===== config.mk =====
export PLATFORM = sky130hd
export DESIGN_NAME = conv_window_regfile_flat
export DESIGN_NICKNAME = d
export VERILOG_FILES = /design/src/rtl/conv_window_regfile_pkg.sv /design/src/rtl/conv_window_regfile_if.sv /design/src/rtl/conv_window_regfile_read_port.sv /design/src/rtl/conv_window_regfile.sv /design/src/flat_wrapper.sv
export SDC_FILE = /design/constraint.sdc
export NUM_CORES = 1
export LEC_CHECK = 0
export CAP_MARGIN = 20
export CORE_ASPECT_RATIO = 0.7
export CORE_MARGIN = 1.5
export CORE_UTILIZATION = 61
export CTS_CLUSTER_DIAMETER = 150
export CTS_CLUSTER_SIZE = 20
export DETAILED_ROUTE_END_ITERATION = 10
export PLACE_DENSITY_LB_ADDON = 0.25
export SYNTH_ARGS = -nofsm -noshare
export SYNTH_HDL_FRONTEND = slang
export SYNTH_SLANG_ARGS = --single-unit

===== constraint.sdc =====
create_clock -name clk -period 2.75 [get_ports clk]
set_input_delay 0.55 -clock clk [delete_from_list [all_inputs] [get_ports clk]]
set_output_delay 0.55 -clock clk [all_outputs]
set_load 0.1 [all_outputs]

===== src/rtl/conv_window_regfile_pkg.sv =====
// Shared CNN datapath constants and types, also used by the address counter.
package conv_window_regfile_pkg;

  localparam int DATA_W = 8;
  localparam int ADDR_W = 4;
  localparam int DEPTH  = 1 << ADDR_W;

  typedef logic [DATA_W-1:0] pixel_t;
  typedef logic [ADDR_W-1:0] addr_t;

  // Whole storage array as one packed word, so it can be handed to the read ports.
  typedef logic [DEPTH-1:0][DATA_W-1:0] memArray_t;

endpackage


===== src/rtl/conv_window_regfile_if.sv =====
// Bus between the address counter / pixel source and the window register file.
//
// Handshake: there is no ready. WriteEn, Clear and ReadEn are accepted at every
// rising edge where they are high. One cycle after an accepted ReadEn, exactly
// one of ReadValid or ReadErr pulses for one cycle. ReadData1..3 are updated
// only on accepted reads and hold their values otherwise. Full is a level.
interface conv_window_regfile_if
  import conv_window_regfile_pkg::*;
();

  logic   WriteEn;
  addr_t  WriteReg;
  pixel_t WriteData;
  logic   ReadEn;
  addr_t  ReadReg1;
  addr_t  ReadReg2;
  addr_t  ReadReg3;
  logic   Clear;
  pixel_t ReadData1;
  pixel_t ReadData2;
  pixel_t ReadData3;
  logic   ReadValid;
  logic   ReadErr;
  logic   Full;

  modport master (
    output WriteEn, WriteReg, WriteData, ReadEn, ReadReg1, ReadReg2, ReadReg3, Clear,
    input  ReadData1, ReadData2, ReadData3, ReadValid, ReadErr, Full
  );

  modport slave (
    input  WriteEn, WriteReg, WriteData, ReadEn, ReadReg1, ReadReg2, ReadReg3, Clear,
    output ReadData1, ReadData2, ReadData3, ReadValid, ReadErr, Full
  );

endinterface


===== src/rtl/conv_window_regfile_read_port.sv =====
// One read port of the window register file: write bypass, valid lookup and
// registered read data. portValid is combinational and describes the read
// being sampled at the coming edge.
module regfile_read_port
  import conv_window_regfile_pkg::*;
(
  input  logic               clk,
  input  logic               rst_n,
  input  logic               readEn,
  input  addr_t              readReg,
  input  logic               writeEn,
  input  addr_t              writeReg,
  input  pixel_t             writeData,
  input  memArray_t          memWords,
  input  logic [DEPTH-1:0]   validBits,
  output pixel_t             readData,
  output logic               portValid
);

  logic   bypassHit;
  pixel_t resolved;

  // Resolve this port: a same-cycle write wins, then stored valid data, else zero.
  always_comb begin
    bypassHit = writeEn && (readReg == writeReg);
    portValid = bypassHit || validBits[readReg];
    resolved  = '0;
    if (bypassHit) begin
      resolved = writeData;
    end else if (validBits[readReg]) begin
      resolved = memWords[readReg];
    end
  end

  // Read data register: loads only on ReadEn, holds otherwise.
  always_ff @(posedge clk) begin
    if (!rst_n) begin
      readData <= '0;
    end else if (readEn) begin
      readData <= resolved;
    end
  end

endmodule


===== src/rtl/conv_window_regfile.sv =====
// 16-entry, 1-write / 3-read register file holding the three-tap pixel window.
// Tracks per-entry valid bits, reports Full, and flags windows that touch
// unwritten entries.
module conv_window_regfile
  import conv_window_regfile_pkg::*;
(
  input  logic                  clk,
  input  logic                  rst_n,
  conv_window_regfile_if.slave  bus
);

  memArray_t        mem;
  logic [DEPTH-1:0] valid;
  logic [DEPTH-1:0] validNext;
  logic [2:0]       portValid;

  // Valid vector after this edge: clear first, then the write re-marks its entry.
  always_comb begin
    validNext = valid;
    if (bus.Clear) begin
      validNext = '0;
    end
    if (bus.WriteEn) begin
      validNext[bus.WriteReg] = 1'b1;
    end
  end

  // Storage, valid bits, Full and the window status pulses.
  always_ff @(posedge clk) begin
    if (!rst_n) begin
      mem           <= '0;
      valid         <= '0;
      bus.Full      <= 1'b0;
      bus.ReadValid <= 1'b0;
      bus.ReadErr   <= 1'b0;
    end else begin
      if (bus.WriteEn) begin
        mem[bus.WriteReg] <= bus.WriteData;
      end
      valid         <= validNext;
      bus.Full      <= &validNext;
      // Ports see the pre-clear valid bits plus bypass, so a window issued with
      // Clear still returns what was stored before it.
      bus.ReadValid <= bus.ReadEn && (&portValid);
      bus.ReadErr   <= bus.ReadEn && !(&portValid);
    end
  end

  regfile_read_port uPort1 (
    .clk       (clk),
    .rst_n     (rst_n),
    .readEn    (bus.ReadEn),
    .readReg   (bus.ReadReg1),
    .writeEn   (bus.WriteEn),
    .writeReg  (bus.WriteReg),
    .writeData (bus.WriteData),
    .memWords  (mem),
    .validBits (valid),
    .readData  (bus.ReadData1),
    .portValid (portValid[0])
  );

  regfile_read_port uPort2 (
    .clk       (clk),
    .rst_n     (rst_n),
    .readEn    (bus.ReadEn),
    .readReg   (bus.ReadReg2),
    .writeEn   (bus.WriteEn),
    .writeReg  (bus.WriteReg),
    .writeData (bus.WriteData),
    .memWords  (mem),
    .validBits (valid),
    .readData  (bus.ReadData2),
    .portValid (portValid[1])
  );

  regfile_read_port uPort3 (
    .clk       (clk),
    .rst_n     (rst_n),
    .readEn    (bus.ReadEn),
    .readReg   (bus.ReadReg3),
    .writeEn   (bus.WriteEn),
    .writeReg  (bus.WriteReg),
    .writeData (bus.WriteData),
    .memWords  (mem),
    .validBits (valid),
    .readData  (bus.ReadData3),
    .portValid (portValid[2])
  );

endmodule


===== src/flat_wrapper.sv =====
// flat-port wrapper written by rule: the top's interface ports become plain ports
module conv_window_regfile_flat import conv_window_regfile_pkg::*;
  (clk, rst_n, bus_WriteEn, bus_WriteReg, bus_WriteData, bus_ReadEn, bus_ReadReg1, bus_ReadReg2, bus_ReadReg3, bus_Clear, bus_ReadData1, bus_ReadData2, bus_ReadData3, bus_ReadValid, bus_ReadErr, bus_Full);
  conv_window_regfile_if bus_i ();
  input  logic clk;
  input  logic rst_n;
  input wire logic [$bits(bus_i.WriteEn)-1:0] bus_WriteEn;
  input wire logic [$bits(bus_i.WriteReg)-1:0] bus_WriteReg;
  input wire logic [$bits(bus_i.WriteData)-1:0] bus_WriteData;
  input wire logic [$bits(bus_i.ReadEn)-1:0] bus_ReadEn;
  input wire logic [$bits(bus_i.ReadReg1)-1:0] bus_ReadReg1;
  input wire logic [$bits(bus_i.ReadReg2)-1:0] bus_ReadReg2;
  input wire logic [$bits(bus_i.ReadReg3)-1:0] bus_ReadReg3;
  input wire logic [$bits(bus_i.Clear)-1:0] bus_Clear;
  output wire logic [$bits(bus_i.ReadData1)-1:0] bus_ReadData1;
  output wire logic [$bits(bus_i.ReadData2)-1:0] bus_ReadData2;
  output wire logic [$bits(bus_i.ReadData3)-1:0] bus_ReadData3;
  output wire logic [$bits(bus_i.ReadValid)-1:0] bus_ReadValid;
  output wire logic [$bits(bus_i.ReadErr)-1:0] bus_ReadErr;
  output wire logic [$bits(bus_i.Full)-1:0] bus_Full;
  assign bus_i.WriteEn = bus_WriteEn;
  assign bus_i.WriteReg = bus_WriteReg;
  assign bus_i.WriteData = bus_WriteData;
  assign bus_i.ReadEn = bus_ReadEn;
  assign bus_i.ReadReg1 = bus_ReadReg1;
  assign bus_i.ReadReg2 = bus_ReadReg2;
  assign bus_i.ReadReg3 = bus_ReadReg3;
  assign bus_i.Clear = bus_Clear;
  assign bus_ReadData1 = bus_i.ReadData1;
  assign bus_ReadData2 = bus_i.ReadData2;
  assign bus_ReadData3 = bus_i.ReadData3;
  assign bus_ReadValid = bus_i.ReadValid;
  assign bus_ReadErr = bus_i.ReadErr;
  assign bus_Full = bus_i.Full;
  conv_window_regfile u_core (.clk(clk), .rst_n(rst_n), .bus(bus_i));
endmodule

# Word-level counts from Yosys, hierarchy flattened
# Cells that the tools add are included.
[word_totals]
register_bits = 171
inputBits = 29
out_inout_bits = 27
[classes]
n_eq_ne = 3
muxes = 25
reduce_logical = 12
bitwise_logic = 1
n_lt_le_gt_ge = 5
[ops]
columns = ["cell", "n"]
rows = [
  ["bitwise mux 128 bit", 1],
  ["binary-select mux 8 bit (select 4 bit)", 3],
  ["2-to-1 mux 8 bit", 10],
  ["demux 8 bit (select 4 bit)", 1],
  ["2-to-1 mux 16 bit", 2],
  ["less-than comparator 4 x 5 -> 1 bit (second input constant)", 4],
  ["bitwise OR 16 bit", 1],
  ["AND reduction 16 bit", 1],
  ["binary-select mux 1 bit (select 4 bit)", 3],
  ["equality test 4 bit", 3],
  ["logical AND 1 bit", 6],
  ["demux 1 bit (select 4 bit)", 1],
  [">= comparator 4 x 1 -> 1 bit (second input constant)", 1],
  ["2-to-1 mux 1 bit", 4],
  ["logical OR 1 bit", 3],
  ["AND reduction 3 bit", 1],
  ["zero test 1 bit", 1],
]

# Depth between registers and ports, before layout
# Gate-level depths: netlist of the first run.
[logic_depth]
ltp_word = 7
ltp_mapped = 8
mapped_depth_nobuf = 5

# Cells and area by module
# A second synthesis of the first run with hierarchy kept.
[hier_totals]
hier_cells = 866
hier_area_um2 = 10608.9
[modules_own_cells]
columns = ["module", "seq_area_each_um2", "area_each_um2", "instances", "cells_each"]
rows = [
  ["conv_window_regfile", 2942.8, 5680.4, 1, 536],
  ["regfile_read_port", 160.2, 1642.8, 3, 110],
]

# Least setup slack after synthesis of the first run
# No wires, ideal clock.
[synth_timing]
path_type = "input-to-reg"
start = "in bus_ReadReg3[2]"
end = "reg u_core.uPort3.readData[6]"
t_required_ns = 2.611
stages = 6
setup_time_ns = 0.139
slack_ns = 0.611
arrival_ns = 2.000
cell_sequence = "buf_2 -> clkbuf_1 -> mux4_2 -> mux4_2 -> clkinv_1 -> o221ai_2"
[synth_via]
elab_chain_cells = 4
[synth_lines]
columns = ["element", "line_no", "rtl"]
rows = [
  ["start: declaration", "flat_wrapper.sv:13", "input wire logic [$bits(bus_i.ReadReg3)-1:0] bus_ReadReg3;"],
  ["binary-select mux 8 bit (select 4 bit) or binary-select mux 1 bit (select 4 bit) (tied branches)", "conv_window_regfile_read_port.sv:31, conv_window_regfile_read_port.sv:30", ""],
  ["2-to-1 mux 8 bit (not written as such) or 2-to-1 mux 1 bit (tied branches)", "conv_window_regfile_read_port.sv:31, conv_window_regfile_read_port.sv:30", ""],
  ["2-to-1 mux 8 bit", "conv_window_regfile_read_port.sv:30", "end else if (validBits[readReg]) begin"],
  ["2-to-1 mux 8 bit (*)", "conv_window_regfile_read_port.sv:28", "if (bypassHit) begin"],
  ["end signal: assignment", "conv_window_regfile_read_port.sv:40", "readData <= resolved;"],
  ["end: declaration", "conv_window_regfile_read_port.sv:16", "output pixel_t readData,"],
]
# Every way passes the cells marked *; elsewhere a longest branch is shown, timed or not. The select of a mux whose other input is x is not followed.
# A chain may end at the register's enable or synchronous reset.

# Worst setup path in the final report of the first run
[layout_timing]
start = "in bus_ReadReg1[1]"
end = "reg u_core.uPort1.readData[4]"
[layout_via]
elab_chain_cells = 4
[layout_lines]
columns = ["element", "line_no", "rtl"]
rows = [
  ["start: declaration", "flat_wrapper.sv:11", "input wire logic [$bits(bus_i.ReadReg1)-1:0] bus_ReadReg1;"],
  ["binary-select mux 8 bit (select 4 bit) or binary-select mux 1 bit (select 4 bit) (tied branches)", "conv_window_regfile_read_port.sv:31, conv_window_regfile_read_port.sv:30", ""],
  ["2-to-1 mux 8 bit (not written as such) or 2-to-1 mux 1 bit (tied branches)", "conv_window_regfile_read_port.sv:31, conv_window_regfile_read_port.sv:30", ""],
  ["2-to-1 mux 8 bit", "conv_window_regfile_read_port.sv:30", ""],
  ["2-to-1 mux 8 bit (*)", "conv_window_regfile_read_port.sv:28", ""],
  ["end signal: assignment", "conv_window_regfile_read_port.sv:40", ""],
  ["end: declaration", "conv_window_regfile_read_port.sv:16", ""],
]
# Marks and branches as above.

==> flow_summary_export.csv, run 1 <==
group,metric,value,unit
worst_setup_path,worst-setup-path-type,"in -> reg",
timing,rsz0062_at_grt,"false",
logic_synthesis,synthCells,1032,
die,dieHeight,112,um
timing,skew,0.0171,ns
run_status,status,"finished clean",
timing,setup_viol,0,
timing,finalHoldViolations,0,
final_layout,layout_commonest_cell,"dfxtp_1",
run,drv_cap,0,
hold_path,hp-class,"reg -> reg",
die,die_w,159,um
cts,clkLatencyLatePin,0.44,ns
logic_synthesis,yosys_warnings,0,
worst_setup_path,rr_worst_depth,6,
global_routing,grt_pass1_wl,51300,um
timing,tns,0,ns
placed_design,gp_congestion,0.980,
routing,drcViolationCount,0,
timing,period_share,84.9,%
die,start_util,62.9,%
routing,drt-initial-drc-count,1504,
routing,dr_total_vias,9221,
global_routing,grt_pass1_vias,8264,
logic_synthesis,synth_edf_count,0,
cts,clk_pin_slew_worst_paths,0.07,ns
timing,worst_pin_slew,0.769,ns
final_layout,post-route-util,72.0,%
die,rows,39,
global_routing,gr-total-overflow,0,
logic_synthesis,syn_area,10300,um^2
logic_synthesis,ys_ff_latch,171,
global_routing,antenna_found_initial,0,
final_layout,instances_no_fill,1316,
cts,cts_setup_buffers,0,
worst_setup_path,rrSetupSlack,0.77,ns
worst_setup_path,crit_path_end_kind,"register",
routing,first_pass_iters,6,
logic_synthesis,synth_cell_type_count,40,
cts,clk_path_buf_depth,2,
timing,fmax,428,MHz
timing,slew_headroom,48.7,%
cts,post_cts_resized,0,
worst_setup_path,arrival,2.68,ns
cts,cts_root_buf,"clkbuf_16",
worst_setup_path,r2r-start,"u_core.valid[9]$_SDFF_PN0_",
final_layout,nNetsFinal,1108,
worst_setup_path,crit_path_max_fanout,9,
pwr,ir_drop,391,uV
final_layout,synthToLayoutAreaGrowth,14.5,%
global_routing,grt_start_max_net_pins,88,
routing,wl_per_cell,26.0,um
pwr,power_leakage,4.19,nW
hold_path,min_from,"u_core.mem[30]$_SDFFE_PN0P_",
final_layout,drive_gt1_share,22.5,%
worst_setup_path,worstSetupStartpoint,"bus_ReadReg1[1]",
die,core,16400,um^2
placed_design,hpwl,25200,um
die,dieArea,17800,um^2
cts,cts_tree,"yes",
cts,clock_sinks,171,
cts,cts_hold_buf,0,
timing,finalCriticalPeriod,2.34,ns
pwr,p_per_area,483,nW/um^2
logic_synthesis,ys.flop_type,"dfxtp_1",
global_routing,grt_usage,39.7,%
routing,totalWireLength,34300,um
logic_synthesis,syn-num-nets,1061,
routing,viasPerCell,7.01,
cts,numCtsBuffers,17,
final_layout,antennaDiodeCount,0,
logic_synthesis,synth_seq_area_share,33.1,%
worst_setup_path,crit_required,3.10,ns
placed_design,dpl_cell_area,11300,um^2
die,ioPinCount,56,
routing,final_antenna_net_count,0,
final_layout,final_cell_mix,"dfxtp_1, nand2_1, a21boi_0, buf_4, mux4_2",
logic_synthesis,synthArstFlopShare,0,%
placed_design,io_buffer_count,55,
worst_setup_path,cp-endpoint,"u_core.uPort1.readData[4]$_SDFFE_PN0P_",
worst_setup_path,rr_endpoint,"u_core.uPort3.readData[6]$_SDFFE_PN0P_",
worst_setup_path,startpoint_type,"input pin",
logic_synthesis,postSynthAreaPerCell,10.0,um^2
placed_design,dp.cells,1285,
timing,slew_violations,0,
cts,cts_max_level,4,
final_layout,final_area,11800,um^2
## how the worst min path moves through the flow
stage	cells past startpoint	slack [ns]	end
global route	2	0.50	u_core.mem[43]$_SDFFE_PN0P_
detailed placement	2	0.46	u_core.uPort3.readData[3]$_SDFFE_PN0P_
floorplan	2	0.46	u_core.mem[120]$_SDFFE_PN0P_
CTS	2	0.50	u_core.mem[4]$_SDFFE_PN0P_
finish	2	0.50	u_core.mem[30]$_SDFFE_PN0P_
global placement	2	0.47	u_core.uPort3.readData[3]$_SDFFE_PN0P_
## flip-flops by register name (all words and copies together) (netlist names)
register and count:
u_core.bus.Full 1, u_core.bus.ReadErr 1, u_core.bus.ReadValid 1, u_core.mem 128, u_core.uPort1.readData 8, u_core.uPort2.readData 8, u_core.uPort3.readData 8, u_core.valid 16
## metal layers
metal	GRT usage (%)	part of all wire [%]	wire, um	vias up
met5	3.92	0.13	45	-
met3	16.3	18	6240	85
met1	60.6	40	13600	4417
met4	9.41	2.2	738	2
li1	-	-	-	3906
met2	51.4	40	13600	811
## synth_stat cells (2+ instances only)
library cell  count  area [um^2]
dfxtp_1         171         3420
nand2_1         157          589
a21boi_0        111          833
mux4_2           91         2050
o21ai_0          69          345
clkbuf_1         61          229
nor2_1           38          143
nor2b_1          38          238
mux2i_1          36          360
a22oi_1          29          218
nand3_1          29          145
a21oi_1          28          140
buf_2            22          110
mux4_1           19          499
o21a_1           18          135
a32oi_1          11         96.3
nand2b_1         11         68.8
xor2_1           11         96.3
inv_1            10         37.5
buf_4             9         67.6
buf_6             9          101
clkinv_1          8         30.0
o221ai_2          8          120
nor2_2            5         31.3
o22ai_1           5         31.3
nand3b_1          4         30.0
nor4_1            4         25.0
and4_1            3         26.3
nor3_1            3         15.0
a211oi_1          2         15.0
and2_1            2         12.5
buf_1             2         7.51
## power by group
group	leakage (nW)	total, mW	switching, mW	internal [mW]
combinational	2.53	0.725	0.427	0.298
clock	0.281	2.45	1.06	1.40
sequential	1.38	2.54	0.0379	2.51
total	4.19	5.72	1.52	4.20
## cells by family (layout without fill, tap and decap cells)
family | after synthesis | count (layout) | share of synthesized area, %
AO/OA/AOI/OAI | 282 | 282 | 18.8
XOR/XNOR | 12 | 12 | 1.02
buffers and inverters | 121 | 180 | 5.64
flip-flops | 171 | 171 | 33.1
multiplexers | 146 | 146 | 28.1
AND/OR/NAND/NOR | 300 | 300 | 13.3
## worst max-delay path, cell delays in order
cell and delay (ns):
clkdlybuf4s50_1 0.81, xor2_1 0.17, nor4_1 0.50, and4_1 0.43, a22oi_1 0.10, o21ai_0 0.11
## area by class of cell
class	instances	area [um^2]
Clock buffer	20	457
Sequential cell	171	3420
Tap cell	225	282
Fill cell	1217	4600
Multi-Input combinational cell	740	6340
Timing Repair Buffer	131	1140
Inverter	18	67.6
Clock inverter	11	134
## metrics by stage
step / total power [mW] / setup WS (ns) / hold slack, ns
6_report: 5.72 / 0.415 / 0.498
5_1_grt: 5.86 / 0.345 / 0.504
4_1_cts: 5.70 / 0.538 / 0.495
2_1_floorplan: 3.04 / 0.611 / 0.459
3_5_place_dp: 3.30 / 0.136 / 0.461
3_3_place_gp: 3.28 / 0.191 / 0.472
No activity file was read; power rests on OpenSTA's default activity.
==> run 2: changes to the inputs <==
--- a/config.mk
+++ b/config.mk
@@ -8,7 +8,7 @@
 export CAP_MARGIN = 20
 export CORE_ASPECT_RATIO = 0.7
 export CORE_MARGIN = 1.5
-export CORE_UTILIZATION = 61
+export CORE_UTILIZATION = 55
 export CTS_CLUSTER_DIAMETER = 150
 export CTS_CLUSTER_SIZE = 20
 export DETAILED_ROUTE_END_ITERATION = 10
==> constraint.sdc (replaced) <==
create_clock -name clk -period 2 [get_ports clk]
set_input_delay 0.4 -clock clk [delete_from_list [all_inputs] [get_ports clk]]
set_output_delay 0.4 -clock clk [all_outputs]
set_load 0.1 [all_outputs]
==> run 2 against run 1 <==
Via count fell by 0.52%. Critical path type unchanged. Count of clock-buffer cells in the layout shrank 1. Non-clock buffer count is 60 higher. Combinational power increased by 50%. Total power up 41%. Largest power group unchanged.
==> flow_summary_export.csv, run 2 (same netlist as run 1, synthesis figures left out) <==
group,metric,value,unit
hold_path,hp-class,"in -> reg",
cts,clock_sinks,171,
pwr,p_per_area,649,nW/um^2
placed_design,dp.cells,1356,
routing,drt-initial-drc-count,1472,
die,ioPinCount,56,
final_layout,multiInputGateArea,6360,um^2
timing,period_share,99.9,%
timing,slew_headroom,67.2,%
die,rows,41,
placed_design,pre_cts_slack,-0.433,ns
cts,cts_tree,"yes",
placed_design,gp_congestion,1.01,
die,dieArea,19600,um^2
routing,final_antenna_net_count,0,
global_routing,grt_pass1_vias,8562,
timing,skew,0.0108,ns
routing,drcViolationCount,0,
final_layout,top_register,"u_core.mem",
cts,cts_max_level,4,
placed_design,hpwl,25600,um
worst_setup_path,worst-setup-path-type,"in -> reg",
timing,slew_violations,0,
hold_path,holdPathStages,2,
die,start_util,56.8,%
timing,worst_pin_slew,0.491,ns
final_layout,synthToLayoutAreaGrowth,20.0,%
global_routing,antenna_found_initial,1,
routing,totalWireLength,34600,um
worst_setup_path,arrival,2.38,ns
final_layout,drive_gt1_share,27.4,%
timing,fin_ws,0.00190,ns
pwr,ir_drop,359,uV
routing,dr_total_vias,9173,
final_layout,num-fill-cells,1366,
cts,clk_pin_slew_worst_paths,0.07,ns
timing,fmax,500,MHz
final_layout,layout_commonest_cell,"dfxtp_1",
pwr,power_leakage,4.53,nW
timing,setup_viol,0,
cts,cts_setup_buffers,0,
global_routing,grt_start_max_net_pins,99,
cts,cts_root_buf,"clkbuf_16",
final_layout,final_area,12400,um^2
cts,numCtsBuffers,17,
global_routing,grt_pass1_wl,53100,um
timing,tns,0,ns
run_status,status,"finished clean",
cts,clk_path_buf_depth,2,
final_layout,largest_reg_flops,128,
final_layout,largestRegisters,"u_core.mem (128), u_core.valid (16)",
final_layout,nNetsFinal,1168,
timing,finalHoldViolations,0,
die,die_w,167,um
placed_design,dpl_cell_area,11800,um^2
worst_setup_path,crit_required,2.38,ns
final_layout,ff_latch_area,3420,um^2
worst_setup_path,crit_path_max_fanout,6,
cts,clkLatencyLatePin,0.44,ns
routing,viasPerCell,6.60,
final_layout,instances_no_fill,1389,
global_routing,grt_usage,36.2,%
run,drv_cap,0,
worst_setup_path,crit_path_end_kind,"register",
placed_design,io_buffer_count,55,
routing,wl_per_cell,24.9,um
routing,first_pass_iters,5,
die,core,18200,um^2
timing,rsz0062_at_grt,"false",
timing,finalCriticalPeriod,2.00,ns
final_layout,final_cell_mix,"dfxtp_1, nand2_1, buf_4, a21boi_0, mux4_2",
die,dieHeight,118,um
global_routing,gr-total-overflow,0,
worst_setup_path,rr_worst_depth,6,
worst_setup_path,startpoint_type,"input pin",
[run 2: cell count changes in the layout (fill, tap and decap cells not counted), sizes merged]
cell | before | now
diode | 0 | 1
clkbuf | 20 | 19
buf | 108 | 170
dlymetal6s2s | 0 | 1
clkinv | 10 | 11
clkinvlp | 3 | 4
clkdlybuf4s50 | 23 | 20
[run 2: worst paths after layout]
| path | start | to | slack, ns |
|---|---|---|---|
| hold reg to reg | u_core.uPort3.readData[3]$_SDFFE_PN0P_ | u_core.uPort3.readData[3]$_SDFFE_PN0P_ | 0.47 |
| setup / recovery | bus_WriteReg[0] | u_core.bus.Full$_SDFF_PN0_ | 0.002 |
| setup reg to reg | u_core.valid[15]$_SDFF_PN0_ | u_core.uPort3.readData[6]$_SDFFE_PN0P_ | 0.07 |
| hold / removal | rst_n | u_core.bus.ReadErr$_SDFF_PN0_ | 0.29 |
[run 2: per-layer routing]
metal / global-route usage [%] / up-vias / wire [um]
met1: 53.3 / 4453 / 14800
met2: 48.8 / 654 / 14100
met4: 6.93 / 0 / 385
met5: 0 / - / 0
li1: - / 4025 / -
met3: 16.1 / 41 / 5350
[run 2: critical path, cell delays in order]
cell and delay, ns:
clkdlybuf4s50_1 0.52, nand3b_2 0.39, buf_4 0.23, nor2_2 0.19
o22ai_1 0.11, a211oi_1 0.29, and4_1 0.24
[run 2: final cells by class]
cell class	count	share of cell area (%)
Inverter	18	0.544
Timing Repair Buffer	191	13.3
Tap cell	236	2.38
Multi-Input combinational cell	740	51.3
Sequential cell	171	27.6
Clock buffer	19	3.65
Clock inverter	13	1.26
Antenna cell	1	0.0202
[run 2: report_power, final]
group | leakage [nW] | internal, mW | switching (mW)
Combinational | 2.86 | 0.477 | 0.611
Sequential | 1.38 | 3.45 | 0.0442
Clock | 0.286 | 1.94 | 1.53
Total | 4.53 | 5.86 | 2.19
[run 2: what timing repair did]
| action | in CTS | in global routing |
|---|---|---|
| gates resized for setup | 1 | 8 |
| hold endpoints to repair | 0 | 0 |
| gates cloned | 0 | 0 |
| setup endpoints to repair | 1 | 19 |
| hold buffers | 0 | 0 |
| pin swaps | 0 | 0 |
[run 2: per-stage QoR]
step / hold WS, ns / total power [mW] / utilization [%]
global placement: 0.463 / 4.60 / 64.6
floorplan: 0.459 / 4.19 / -
CTS: 0.280 / 8.02 / 68.0
global route: 0.301 / 8.25 / 68.1
finish: 0.292 / 8.05 / 68.1
detailed placement: 0.454 / 4.61 / 64.6
